`src/rtl/slice_cfg_loader.sv`:
```
// slice_cfg_loader: framed 32-bit word stream -> atomically committed slice LUT INIT / MUX_CFG (SLICE_CFG_CHECK_EN adds XOR checksum word)
module slice_cfg_loader (
  input  logic        CLK,
  input  logic        SR_N,
  input  logic [31:0] CFG_DATA,
  input  logic        CFG_VALID,
  output logic        CFG_READY,
  output logic [63:0] ALUT_INIT,
  output logic [63:0] BLUT_INIT,
  output logic [63:0] CLUT_INIT,
  output logic [63:0] DLUT_INIT,
  output logic [31:0] MUX_CFG,
  output logic        CFG_DONE,
  output logic        CFG_ERR,
  output logic        CFG_BUSY
);
  typedef enum logic [1:0] {
    IDLE,
    LOAD,
`ifdef SLICE_CFG_CHECK_EN
    CHECK,
`endif
    COMMIT
  } state_t;
  state_t state, state_nx;
  logic rdy_en, xfer, magic_ok, last, bad;
  logic [3:0] cnt;
  logic [4:0] mask;
  logic [3:0][1:0][31:0] lut_sh;
  logic [31:0] mux_sh, mux_q;
  logic [3:0][63:0] lut_q;
`ifdef SLICE_CFG_CHECK_EN
  logic [31:0] csum;
  logic sum_ok;
  assign sum_ok = CFG_DATA == csum;
`endif
  assign magic_ok = CFG_DATA[31:16] == 16'hC7F0;
  assign last = cnt == 4'd8;
  // rdy_en keeps READY low until the first edge out of reset
  assign CFG_READY = rdy_en && state != COMMIT;
  assign xfer = CFG_VALID && CFG_READY;
  assign CFG_BUSY = state != IDLE;
  assign {DLUT_INIT, CLUT_INIT, BLUT_INIT, ALUT_INIT} = lut_q;
  assign MUX_CFG = mux_q;
`ifdef SLICE_CFG_CHECK_EN
  assign bad = xfer && ((state == IDLE && !magic_ok) || (state == CHECK && !sum_ok));
`else
  assign bad = xfer && state == IDLE && !magic_ok;
`endif
  always_comb begin
    state_nx = state;
    case (state)
      IDLE:   state_nx = xfer && magic_ok ? LOAD : IDLE;
`ifdef SLICE_CFG_CHECK_EN
      LOAD:   state_nx = xfer && last ? CHECK : LOAD;
      CHECK:  state_nx = xfer ? (sum_ok ? COMMIT : IDLE) : CHECK;
`else
      LOAD:   state_nx = xfer && last ? COMMIT : LOAD;
`endif
      COMMIT: state_nx = IDLE;
      default: state_nx = IDLE;
    endcase
  end
  always_ff @(posedge CLK) begin
    if (!SR_N) begin
      state    <= IDLE;
      rdy_en   <= 1'b0;
      cnt      <= '0;
      mask     <= '0;
      lut_sh   <= '0;
      mux_sh   <= '0;
      lut_q    <= '0;
      mux_q    <= '0;
      CFG_DONE <= 1'b0;
      CFG_ERR  <= 1'b0;
`ifdef SLICE_CFG_CHECK_EN
      csum     <= '0;
`endif
    end else begin
      state    <= state_nx;
      rdy_en   <= 1'b1;
      CFG_DONE <= state == COMMIT;
      CFG_ERR  <= bad;
      if (xfer && state == IDLE && magic_ok) begin
        mask <= CFG_DATA[4:0];
        cnt  <= '0;
`ifdef SLICE_CFG_CHECK_EN
        csum <= CFG_DATA;
`endif
      end
      if (xfer && state == LOAD) begin
        if (last) mux_sh <= CFG_DATA;
        else lut_sh[cnt[2:1]][cnt[0]] <= CFG_DATA;
        cnt <= cnt + 4'd1;
`ifdef SLICE_CFG_CHECK_EN
        csum <= csum ^ CFG_DATA;
`endif
      end
      if (state == COMMIT) begin
        for (int i = 0; i < 4; i++) if (mask[i]) lut_q[i] <= lut_sh[i];
        if (mask[4]) mux_q <= mux_sh;
      end
    end
  end
endmodule

```
`config.mk`:
```
export PLATFORM = sky130hd
export DESIGN_NAME = slice_cfg_loader
export DESIGN_NICKNAME = d
export VERILOG_FILES = /design/src/rtl/slice_cfg_loader.sv
export SDC_FILE = /design/constraint.sdc
export NUM_CORES = 1
export LEC_CHECK = 0
export ABC_AREA = 1
export BUFFER_PORTS_ARGS = -buffer_cell sky130_fd_sc_hd__buf_2
export CORE_MARGIN = 8
export CORE_UTILIZATION = 25
export CTS_CLUSTER_SIZE = 40
export DETAILED_ROUTE_END_ITERATION = 8
export SYNTH_ARGS = -nofsm -noshare
export SYNTH_HDL_FRONTEND = slang
export SYNTH_SLANG_ARGS = --single-unit
export TNS_END_PERCENT = 5
```
`constraint.sdc`:
```
create_clock -name CLK -period 2.15 [get_ports CLK]
set_input_delay 0.43 -clock CLK [delete_from_list [all_inputs] [get_ports CLK]]
set_output_delay 0.43 -clock CLK [all_outputs]
set_load 0.005 [all_outputs]
```
==> impl_metrics.py <==
metrics = {
    "place": {
        "place_inst": 3966,
        "port_buffers": 326,
        "place_congestion": 0.759,
        "dpl_cell_area_um2": 24000,
        "hpwl_um": 52000,
    },
    "pwr": {
        "switching_share_pct": 22.3,
        "p_per_area_nw_per_um2": 889,
        "p_leak_nw": 10.1,
        "p_clk_share_pct": 50.3,
        "p_int_mw": 18.1,
        "ir_worst_vdd_mv": 0.451,
        "switching_power_mw": 5.22,
        "pwr-share-seq_pct": 46.8,
        "p_comb_share_pct": 2.9,
    },
    "layout": {
        "drive_gt1_share_pct": 18.5,
        "design_area_um2": 26300,
        "fin_cells": 4082,
        "area_growth_pct": 24.4,
        "fin_nets": 2940,
        "fillCellCount": 8857,
    },
    "global_routing": {
        "antenna_found_initial": 15,
        "grt_pass1_vias": 17646,
        "overflow": 0,
        "grt_pass1_wl_um": 119000,
        "track_usage_pct": 16.7,
        "grt_max_degree": 94,
    },
    "synthesis": {
        "synth_compound_area_share_pct": 15.2,
        "yosysSeqAreaShare_pct": 56.0,
        "synthAdderAreaFrac_pct": 0.119,
        "synth-simple-area-share_pct": 22.5,
        "syn_area_um2": 21100,
        "synth_top_family_by_area": "simple AND/OR/NAND/NOR gates",
        "synth.net_count": 2703,
        "synth_xor_area_share_pct": 0.0830,
        "synth.distinct_cells": 23,
        "syn_area_per_cell_um2": 7.92,
        "yosys_warnings": 0,
        "synth_mux_area_share_pct": 0,
        "synth-seq-cells": 590,
        "synth_cells": 2666,
    },
    "worst_setup_path": {
        "rr_endpoint": "mux_sh[7]$_SDFFE_PN0P_",
        "path_buf_inv": 3,
        "worst_path_dominant_cell_family": "buffers and inverters",
        "path_cells": "inv_1 > nand2_4 > inv_16 > nor2_2 > buf_4",
        "cp-startpoint": "state[0]$_SDFF_PN0_",
        "start_kind": "register",
        "cp.required_ns": 1.72,
        "critPathCapture": "CFG_READY",
        "end_kind": "output port",
        "cp_max_fo": 33,
        "critical_path_arrival_ns": 1.62,
        "cp.depth": 5,
        "critPathKind": "reg -> out",
        "slowest_stage": "dfxtp_1",
        "r2r_slack_ns": 0.25,
        "rr_startpoint": "cnt[0]$_SDFFE_PN0P_",
        "rr_worst_depth": 9,
        "cpPeakStageDelay_ns": 0.37,
    },
    "timing": {
        "finalHoldViolCount": 0,
        "fin_worst_skew_ns": 0.0279,
        "setup_tns_ns": 0,
        "drv_slew": 0,
        "slew_headroom_pct": 50.8,
        "setup_viol": 0,
        "worst_pin_slew_ns": 0.738,
        "timing.fmax_mhz": 488,
        "period_needed_ns": 2.05,
        "period_share_pct": 95.3,
        "rsz0062_at_grt": "false",
    },
    "drt": {
        "wirelength_um": 82200,
        "vias_per_cell": 4.62,
        "drt_pre_antenna_iters": 7,
        "drtIter0Drc": 1533,
        "drc": 0,
        "vias": 18864,
        "ant_nets": 0,
        "wire_per_inst_um": 20.1,
    },
    "clocking": {
        "cts_buffers": 68,
        "cts_tree": "yes",
        "clockBufferDepth": 3,
        "cts_hold_buf": 0,
        "cts_sinks": 590,
        "htreeDepth": 3,
        "clock_latency_ns": 0.60,
        "cts_root_buffer": "clkbuf_16",
        "clk_pin_slew_worst_paths_ns": 0.06,
    },
    "floorplanning": {
        "rows": 106,
        "core-area_um2": 83700,
        "io_pins": 327,
        "die_w_um": 307,
        "dieArea_um2": 94000,
        "dieHeight_um": 307,
        "initial_core_util_pct": 25.2,
    },
    "worst_hold_path": {
        "hold_class": "in -> reg",
    },
    "outcome": {
        "outcome": "finished, final reports clean",
    },
    "run": {
        "maxCapViolCount": 0,
    },
}
-- power by group through the flow --
| stage | Combinational [mW] | Sequential (mW) | Clock [mW] |
|---|---|---|---|
| 3_5_place_dp | 0.697 | 11.2 | 0 |
| 3_3_place_gp | 0.698 | 11.2 | 0 |
| 4_1_cts | 0.697 | 10.9 | 12.0 |
| 6_report | 0.674 | 10.9 | 11.7 |
| 2_1_floorplan | 0.279 | 11.2 | 0 |
| 5_1_grt | 0.723 | 10.9 | 12.4 |
-- cell families (layout without fill, tap and decap cells) --
| family | count (synthesis) | in the layout |
|---|---|---|
| AO/OA/AOI/OAI | 640 | 640 |
| XOR/XNOR | 2 | 2 |
| adder cells (fa/ha/maj) | 2 | 2 |
| buffers and inverters | 288 | 568 |
| flip-flops | 590 | 590 |
| other | 0 | 2 |
| AND/OR/NAND/NOR | 1144 | 1144 |
-- cells in the final DEF (no fill, tap or decap), types with 2 or more instances in the layout --
master | Yosys | layout
dfxtp_1 | 590 | 586
nand3_1 | 323 | 323
clkinv_4 | 0 | 3
nor2_4 | 2 | 4
clkinvlp_4 | 0 | 2
clkbuf_16 | 0 | 71
o21ai_1 | 34 | 34
nand2_2 | 5 | 7
nand2_1 | 357 | 354
nor2_2 | 2 | 2
ha_1 | 2 | 2
clkinv_2 | 0 | 9
o21ai_0 | 223 | 223
nor2_1 | 451 | 449
nand4_1 | 2 | 2
diode_2 | 0 | 2
inv_1 | 31 | 31
clkbuf_1 | 128 | 10
inv_2 | 12 | 10
inv_6 | 0 | 2
buf_2 | 72 | 324
bufinv_16 | 0 | 6
dfxtp_2 | 0 | 4
buf_12 | 0 | 22
buf_4 | 32 | 65
a21oi_1 | 382 | 382
clkbuf_8 | 0 | 11
-- cell usage after synthesis --
| cell | number | share of area, % |
|---|---|---|
| dfxtp_1 | 590 | 56 |
| buf_4 | 32 | 1.1 |
| ha_1 | 2 | 0.12 |
| xnor2_1 | 1 | 0.042 |
| a211oi_1 | 1 | 0.036 |
| nand2_1 | 357 | 6.3 |
| nand4_4 | 1 | 0.10 |
| nor2_2 | 2 | 0.059 |
| xor2_1 | 1 | 0.042 |
| buf_2 | 72 | 1.7 |
| o21ai_0 | 223 | 5.3 |
| nor2_4 | 2 | 0.11 |
| a21oi_1 | 382 | 9.1 |
| nand3_1 | 323 | 7.7 |
| nand2_2 | 5 | 0.15 |
| buf_1 | 13 | 0.23 |
| inv_1 | 31 | 0.55 |
| inv_2 | 12 | 0.21 |
| nor2_1 | 451 | 8.0 |
| o21ai_1 | 34 | 0.81 |
| nor3_1 | 1 | 0.024 |
| nand4_1 | 2 | 0.059 |
| clkbuf_1 | 128 | 2.3 |
-- per-layer routing --
| metal | GRT usage, % | wire length, µm |
|---|---|---|
| met4 | 4.41 | 1770 |
| met2 | 26.5 | 37000 |
| met3 | 3.81 | 6150 |
| met1 | 22.7 | 37200 |
| met5 | 0 | 13 |
-- worst reg2reg max path, stage by stage, from the launching register on --
cell	delay, ns
dfxtp_1	0.37
inv_2	0.12
ha_1	0.15
nand2_1	0.08
inv_1	0.06
nand2_1	0.17
nor2_4	0.35
inv_2	0.26
nor2_1	0.17
nor2_1	0.06
-- metrics by stage --
step | utilization, % | power (mW) | worst slack, ns | hold WS (ns)
after global placement | 28.7 | 11.9 | 0.260 | 0.445
after global routing | 31.4 | 24.1 | 0.000329 | 0.171
final | 31.4 | 23.3 | 0.100 | 0.177
after CTS | 31.4 | 23.7 | 0.0199 | 0.121
after detailed placement | 28.7 | 11.9 | 0.215 | 0.449
after floorplan | - | 11.5 | 0.544 | 0.440
-- worst min path at each step --
stage | to | slack, ns | depth (start not counted) | from
after detailed placement | BLUT_INIT[15]$_SDFFE_PN0P_ | 0.45 | 2 | BLUT_INIT[15]$_SDFFE_PN0P_
after global routing | mux_sh[30]$_SDFFE_PN0P_ | 0.17 | 3 | CFG_DATA[30]
final | CFG_ERR$_SDFF_PN0_ | 0.18 | 3 | CFG_VALID
after global placement | CLUT_INIT[28]$_SDFFE_PN0P_ | 0.45 | 2 | CLUT_INIT[28]$_SDFFE_PN0P_
after CTS | CFG_ERR$_SDFF_PN0_ | 0.12 | 3 | CFG_VALID
after floorplan | lut_sh[65]$_SDFFE_PN0P_ | 0.44 | 2 | lut_sh[65]$_SDFFE_PN0P_
-- repair_timing --
action,4_1_cts,5_1_grt
hold endpoints to repair,0,0
pin swaps,1,1
endpoints found under the setup margin,1,1
resized for setup,6,0
setup buffers,1,0
-- flip-flops by register name (all words and copies together) (netlist names) --
| register | flops |
|---|---|
| cnt | 4 |
| rdy_en | 1 |
| lut_sh | 256 |
| mask | 5 |
| DLUT_INIT | 64 |
| MUX_CFG | 32 |
| ALUT_INIT | 64 |
| BLUT_INIT | 64 |
| CLUT_INIT | 64 |
| mux_sh | 32 |
| CFG_DONE | 1 |
| state | 2 |
| CFG_ERR | 1 |
-- cell type report --
type                       count  area (µm²)  share of cell area [%]
multi-input combinational   1788        8030                    30.6
clock buffer                  91        1950                    7.43
tap                         1134        1420                    5.40
antenna                        2        5.00                  0.0191
timing repair buffer         412        2560                    9.76
inverter                      43         185                   0.705
clock inverter                22         284                    1.08
sequential                   590       11800                    45.0
Note: power is estimated with default switching activity, not from simulation.
